[src/rtl/data_stack.sv]
// data_stack: operand stack for the stack processor.
// The top two items live in the TOS/NOS registers. Deeper items live in a
// small RAM-style array that is used as a LIFO, indexed by the item count.
// One operation per clock: PUSH, POP, DUP, SWAP, OVER and optionally ADD/SUB.
// An operation that breaks a stack rule changes no state and sets a sticky
// OVERFLOW or UNDERFLOW flag instead.
// Optional feature macro: DATA_STACK_ARITH_EN enables ADD/SUB. Without it,
// codes 6 and 7 act as NOP and no adder is built.
module data_stack #(
  parameter int DEPTH = 16,
  parameter int WIDTH = 32
) (
  input  logic             CLK,
  input  logic             RST,
  input  logic             OP_VALID,
  input  logic [2:0]       OP,
  input  logic [WIDTH-1:0] PUSH_DATA,
  output logic [WIDTH-1:0] POP_DATA,
  output logic             POP_VALID,
  output logic [WIDTH-1:0] STACK_TOP_ITEM,
  output logic [31:0]      STACK_ITEM_COUNT,
  output logic             OVERFLOW,
  output logic             UNDERFLOW
);

  // Count needs to hold 0..DEPTH inclusive.
  localparam int CW    = $clog2(DEPTH + 1);
  // The array holds the items below NOS. Keep at least one entry so the
  // declaration stays legal when DEPTH is 2; that entry is never written.
  localparam int MEM_D = (DEPTH > 2) ? DEPTH - 2 : 1;
  localparam int AW    = (MEM_D > 1) ? $clog2(MEM_D) : 1;

  typedef enum logic [2:0] {
    OP_NOP  = 3'd0,
    OP_PUSH = 3'd1,
    OP_POP  = 3'd2,
    OP_DUP  = 3'd3,
    OP_SWAP = 3'd4,
    OP_OVER = 3'd5,
    OP_ADD  = 3'd6,
    OP_SUB  = 3'd7
  } op_e;

  op_e op;
  assign op = op_e'(OP);

  // Architectural state.
  logic [WIDTH-1:0] tos_q, nos_q;
  logic [CW-1:0]    count_q;
  logic [WIDTH-1:0] pop_data_q;
  logic             pop_valid_q;
  logic             overflow_q, underflow_q;
  logic [WIDTH-1:0] mem [MEM_D];

  // Next-state values.
  logic [WIDTH-1:0] tos_d, nos_d;
  logic [CW-1:0]    count_d;
  logic [WIDTH-1:0] pop_data_d;
  logic             pop_valid_d;
  logic             ovf_set, unf_set;

  // Push path shared by PUSH, DUP and OVER.
  logic             do_push;
  logic [WIDTH-1:0] push_val;

  // Array access. Writes spill the old NOS to the array; reads refill NOS.
  logic             mem_we;
  logic [AW-1:0]    mem_wr_addr, mem_rd_addr;
  logic [WIDTH-1:0] mem_head;

  // Occupancy tests on the count before the operation.
  logic has1, has2, has3, full;
  assign has1 = (count_q != '0);
  assign has2 = (count_q >= CW'(2));
  assign has3 = (count_q >= CW'(3));
  assign full = (count_q == CW'(DEPTH));

  // With n items, array entries 0..n-3 are live; the head is entry n-3 and a
  // spilled NOS lands at entry n-2.
  assign mem_wr_addr = AW'(count_q - CW'(2));
  assign mem_rd_addr = AW'(count_q - CW'(3));
  assign mem_head    = has3 ? mem[mem_rd_addr] : '0;

`ifdef DATA_STACK_ARITH_EN
  // Single add/subtract unit, NOS op TOS, wrapping modulo 2^WIDTH.
  logic [WIDTH-1:0] alu_res;
  assign alu_res = (op == OP_SUB) ? (nos_q - tos_q) : (nos_q + tos_q);
`endif

  // Decode the operation, check its preconditions and form the next state.
  always_comb begin
    // NOTE: every signal written here gets a default first, so no path can
    // leave one unassigned and infer a latch.
    tos_d       = tos_q;
    nos_d       = nos_q;
    count_d     = count_q;
    pop_data_d  = pop_data_q;
    pop_valid_d = 1'b0;
    ovf_set     = 1'b0;
    unf_set     = 1'b0;
    do_push     = 1'b0;
    push_val    = '0;
    mem_we      = 1'b0;

    if (OP_VALID) begin
      case (op)
        OP_PUSH: begin
          if (full) ovf_set = 1'b1;
          else begin
            do_push  = 1'b1;
            push_val = PUSH_DATA;
          end
        end
        OP_POP: begin
          if (!has1) unf_set = 1'b1;
          else begin
            pop_valid_d = 1'b1;
            pop_data_d  = tos_q;
            // Popping the last item must leave the top reading zero.
            tos_d       = has2 ? nos_q : '0;
            nos_d       = mem_head;
            count_d     = count_q - CW'(1);
          end
        end
        OP_DUP: begin
          // Empty is checked first so that underflow wins over overflow.
          if (!has1)     unf_set = 1'b1;
          else if (full) ovf_set = 1'b1;
          else begin
            do_push  = 1'b1;
            push_val = tos_q;
          end
        end
        OP_SWAP: begin
          if (!has2) unf_set = 1'b1;
          else begin
            tos_d = nos_q;
            nos_d = tos_q;
          end
        end
        OP_OVER: begin
          if (!has2)     unf_set = 1'b1;
          else if (full) ovf_set = 1'b1;
          else begin
            do_push  = 1'b1;
            push_val = nos_q;
          end
        end
`ifdef DATA_STACK_ARITH_EN
        OP_ADD, OP_SUB: begin
          if (!has2) unf_set = 1'b1;
          else begin
            tos_d   = alu_res;
            nos_d   = mem_head;
            count_d = count_q - CW'(1);
          end
        end
`endif
        default: ;
      endcase
    end

    if (do_push) begin
      tos_d   = push_val;
      nos_d   = tos_q;
      count_d = count_q + CW'(1);
      // NOS only holds a live item (worth spilling) when n >= 2.
      mem_we  = has2;
    end
  end

  // State registers with synchronous reset; reset drops any concurrent op.
  always_ff @(posedge CLK) begin
    // NOTE: sequential state uses non-blocking assignments so every register
    // samples the pre-edge values, independent of statement order.
    if (RST) begin
      tos_q       <= '0;
      nos_q       <= '0;
      count_q     <= '0;
      pop_data_q  <= '0;
      pop_valid_q <= 1'b0;
      overflow_q  <= 1'b0;
      underflow_q <= 1'b0;
    end else begin
      tos_q       <= tos_d;
      nos_q       <= nos_d;
      count_q     <= count_d;
      pop_data_q  <= pop_data_d;
      pop_valid_q <= pop_valid_d;
      overflow_q  <= overflow_q | ovf_set;
      underflow_q <= underflow_q | unf_set;
    end
  end

  // Deep storage write port.
  always_ff @(posedge CLK) begin
    // NOTE: the array is deliberately not reset; entries above the count are
    // never read, so clearing them would only cost logic.
    if (mem_we && !RST) mem[mem_wr_addr] <= nos_q;
  end

  assign POP_DATA         = pop_data_q;
  assign POP_VALID        = pop_valid_q;
  assign STACK_TOP_ITEM   = tos_q;
  assign STACK_ITEM_COUNT = 32'(count_q);
  assign OVERFLOW         = overflow_q;
  assign UNDERFLOW        = underflow_q;

endmodule

[config.mk]
export PLATFORM = sky130hd
export DESIGN_NAME = data_stack
export DESIGN_NICKNAME = d
export VERILOG_FILES = /design/src/rtl/data_stack.sv
export SDC_FILE = /design/constraint.sdc
export NUM_CORES = 1
export LEC_CHECK = 0
export ABC_AREA = 1
export CELL_PAD_IN_SITES_DETAIL_PLACEMENT = 1
export CELL_PAD_IN_SITES_GLOBAL_PLACEMENT = 1
export CORE_MARGIN = 2
export CORE_UTILIZATION = 42
export CTS_BUF_LIST = sky130_fd_sc_hd__clkbuf_8 sky130_fd_sc_hd__clkbuf_16
export DETAILED_ROUTE_END_ITERATION = 8
export PLACE_DENSITY_LB_ADDON = 0.12
export SLEW_MARGIN = 25
export SYNTH_ARGS = -nofsm -noshare
export SYNTH_HDL_FRONTEND = slang
export SYNTH_SLANG_ARGS = --single-unit
[constraint.sdc]
create_clock -name CLK -period 3.9 [get_ports CLK]
set_input_delay 0.585 -clock CLK [delete_from_list [all_inputs] [get_ports CLK]]
set_output_delay 0.585 -clock CLK [all_outputs]
set_load 0.1 [all_outputs]
==> impl_metrics.env <==
export IMPL_status="finished, final reports clean"
export IMPL_final_nets=2641
export IMPL_crit_slowest_cell="clkdlybuf4s50_1"
export IMPL_cts_tree="done"
export IMPL_post_drt_wl_per_cell_um=20.0
export IMPL_area_sequential_mm2=0.0155
export IMPL_netlist_area_mm2=0.0242
export IMPL_first_iter_violations=1278
export IMPL_ir_worst_vdd_v=0.000367
export IMPL_crit_family="buffers and inverters"
export IMPL_die_width_um=244
export IMPL_yosys_cell_types_count=30
export IMPL_drv_cap=0
export IMPL_seq_area_frac_synth=0.641
export IMPL_synthAdderAreaFrac=0.00547
export IMPL_hold_path_startpoint="UNDERFLOW"
export IMPL_finalWeightedCongestion=0.802
export IMPL_root_buffer="clkbuf_16"
export IMPL_fillCellCount=6400
export IMPL_clk_pin_slew_worst_paths_ns=0.06
export IMPL_ys_flop_type="edfxtp_1"
export IMPL_grt_max_degree=204
export IMPL_numCtsBuffers=57
export IMPL_grt_overflow_total=0
export IMPL_grt_total_usage=0.230
export IMPL_cts_sinks=552
export IMPL_powerDensity_mw_per_mm2=533
export IMPL_slew_violations=0
export IMPL_layout_min_cycle_time_ns=3.07
export IMPL_period_share=0.787
export IMPL_antenna_found_initial=1
export IMPL_multiInputGateArea_mm2=0.00745
export IMPL_worstSetupStartpoint="count_q[2]"
export IMPL_syn2layout_area_growth_pct=15.8
export IMPL_holdPathStages=2
export IMPL_htreeDepth=2
export IMPL_worstMarginPinSlew_ns=1.17
export IMPL_cts_path_max_buffers=3
export IMPL_yosys_area_share_xor_xnor=0.00176
export IMPL_ys_warn_count=0
export IMPL_critPathBufInv=1
export IMPL_synth_area_leader_cell="edfxtp_1"
export IMPL_cts_resized=0
export IMPL_pin_count=137
export IMPL_die_h_um=244
export IMPL_cpPeakStageDelay_ns=1.23
export IMPL_synth_top_family_by_area="simple AND/OR/NAND/NOR gates"
export IMPL_setup_viol=0
export IMPL_p_leak_uw=0.0111
export IMPL_core_area_mm2=0.0574
export IMPL_rsz0062_at_grt="no"
export IMPL_synth_seq_cells=552
export IMPL_reg2reg_from="count_q[2]"
export IMPL_synth_edf_count=448
export IMPL_via_per_inst=5.17
export IMPL_dpl_cell_count=3298
export IMPL_critPathKind="register to primary output"
export IMPL_drive_above_1_share=0.0971
export IMPL_syn_avg_cell_area_um2=9.60
export IMPL_synth_top_area_share=0.555
export IMPL_path_cells="clkdlybuf4s50_1"
export IMPL_relSlewSlack=0.218
export IMPL_synth_mux_area_frac=0
export IMPL_ys_async_sr_fraction=0
export IMPL_io_buffers=109
export IMPL_start_kind="register"
export IMPL_rr_worst_depth=10
export IMPL_grt_pass1_vias=18300
export IMPL_insertedDiodeCount=0
export IMPL_holdBufCountCts=0
export IMPL_post_cts_buffers=0
export IMPL_netlist_instances=2524
export IMPL_synth_compound_area_frac=0.0328
export IMPL_dp_hpwl_mm=42.1
export IMPL_final_hold_viol_count=0
export IMPL_drcViolationCount=0
export IMPL_fin_skew_ns=0.0188
export IMPL_synthTopCellsByArea="edfxtp_1 (56%), nand2_1 (11%), dfxtp_1 (8.6%)"
export IMPL_placed_cell_area_mm2=0.0263
export IMPL_critPathMaxFanout=6
export IMPL_clock_latency_ns=0.62
export IMPL_crit_cells=1
export IMPL_num_vias=17600
export IMPL_initial_core_util=0.422
export IMPL_placementRows=88
export IMPL_die_area_mm2=0.0596
export IMPL_cp_data_required_time_ns=3.31
export IMPL_fmax_mhz=326
export IMPL_yosys_area_share_simple=0.257
export IMPL_drt_total_wl_mm=68.0
export IMPL_ant_nets=0
export IMPL_crit_arrival_ns=2.49
export IMPL_finalNonFillerCells=3401
export IMPL_grt_pass1_wl_mm=107
export IMPL_fin_area_mm2=0.0281
export IMPL_end_kind="primary output"
export IMPL_hp_class="register to register"
export IMPL_drt_first_pass_iters=5
cell families after synthesis:
group / Yosys count
AOI/OAI and AO/OA: 143
xor gates and xnor gates: 4
adders and majority gates: 10
buffers and inverters: 353
DFF: 552
other: 1
and+or+nand+nor: 1461
per-layer routing:
layer,up-vias,GRT usage,share of wire
li1,8420,-,-
met1,8674,0.331,0.48
met2,406,0.364,0.45
met3,86,0.0406,0.058
met4,2,0.0520,0.017
met5,-,0,0.00019
registers in the layout (all words and copies together) (netlist names):
register,cells
mem,448
POP_DATA,32
STACK_TOP_ITEM,32
nos_q,32
count_q,5
OVERFLOW,1
POP_VALID,1
UNDERFLOW,1
metrics by stage:
stage	TNS [ns]	utilization	worst slack (ns)	hold slack [ns]	power (µW)
after floorplan	-36.99	-	-0.0968	0.597	8830
after global placement	0	0.458	0.721	0.443	9730
after detailed placement	0	0.458	0.651	0.463	9790
after CTS	0	0.489	0.776	0.477	15100
after global routing	0	0.489	0.693	0.487	15600
final	0	0.489	0.830	0.465	15000
synth_stat cells, types with 2 or more instances:
| cell | count |
|---|---|
| buf_4 | 30 |
| o211ai_1 | 32 |
| edfxtp_1 | 448 |
| a21oi_1 | 41 |
| nand3b_1 | 2 |
| ha_1 | 9 |
| nor2_1 | 279 |
| nand2_1 | 721 |
| nand2_2 | 2 |
| xor2_1 | 2 |
| o21ai_0 | 38 |
| buf_2 | 54 |
| clkinv_1 | 2 |
| or2_2 | 96 |
| clkbuf_1 | 74 |
| nand4_1 | 12 |
| inv_2 | 3 |
| nand3_1 | 344 |
| dfxtp_1 | 104 |
| inv_1 | 174 |
| nor3_1 | 2 |
| o21ai_1 | 32 |
| buf_1 | 16 |
layout make-up:
class | instances | share of cell area
Sequential cell | 552 | 0.554
Multi-Input combinational cell | 1645 | 0.265
Timing Repair Buffer | 158 | 0.0594
Clock buffer | 62 | 0.0537
Tap cell | 765 | 0.0341
Inverter | 179 | 0.0241
Clock inverter | 40 | 0.00994
path summary, 6_finish.rpt:
| check | end | slack, ns |
|---|---|---|
| setup / recovery | STACK_ITEM_COUNT[2] | 0.83 |
| hold / removal | UNDERFLOW | 0.46 |
| setup reg to reg | mem[9][10] | 0.88 |
| hold reg to reg | UNDERFLOW | 0.46 |
power breakdown:
part	internal, µW	total, µW	switching [µW]
sequential	6570	6890	319
clock	3010	5280	2270
combinational	738	2800	2060
placed cells by master (no fill, tap or decap), drive strengths merged, types with 32 or more instances in the layout:
cell type | Yosys | layout
a21oi | 41 | 41
buf | 100 | 50
clkbuf | 74 | 62
clkdlybuf4s50 | 0 | 108
dfxtp | 104 | 104
edfxtp | 448 | 448
inv | 177 | 186
nand2 | 723 | 723
nand3 | 345 | 345
nor2 | 280 | 280
o211ai | 32 | 32
o21ai | 70 | 70
or2 | 96 | 96
(Power assumes the default switching activity.)
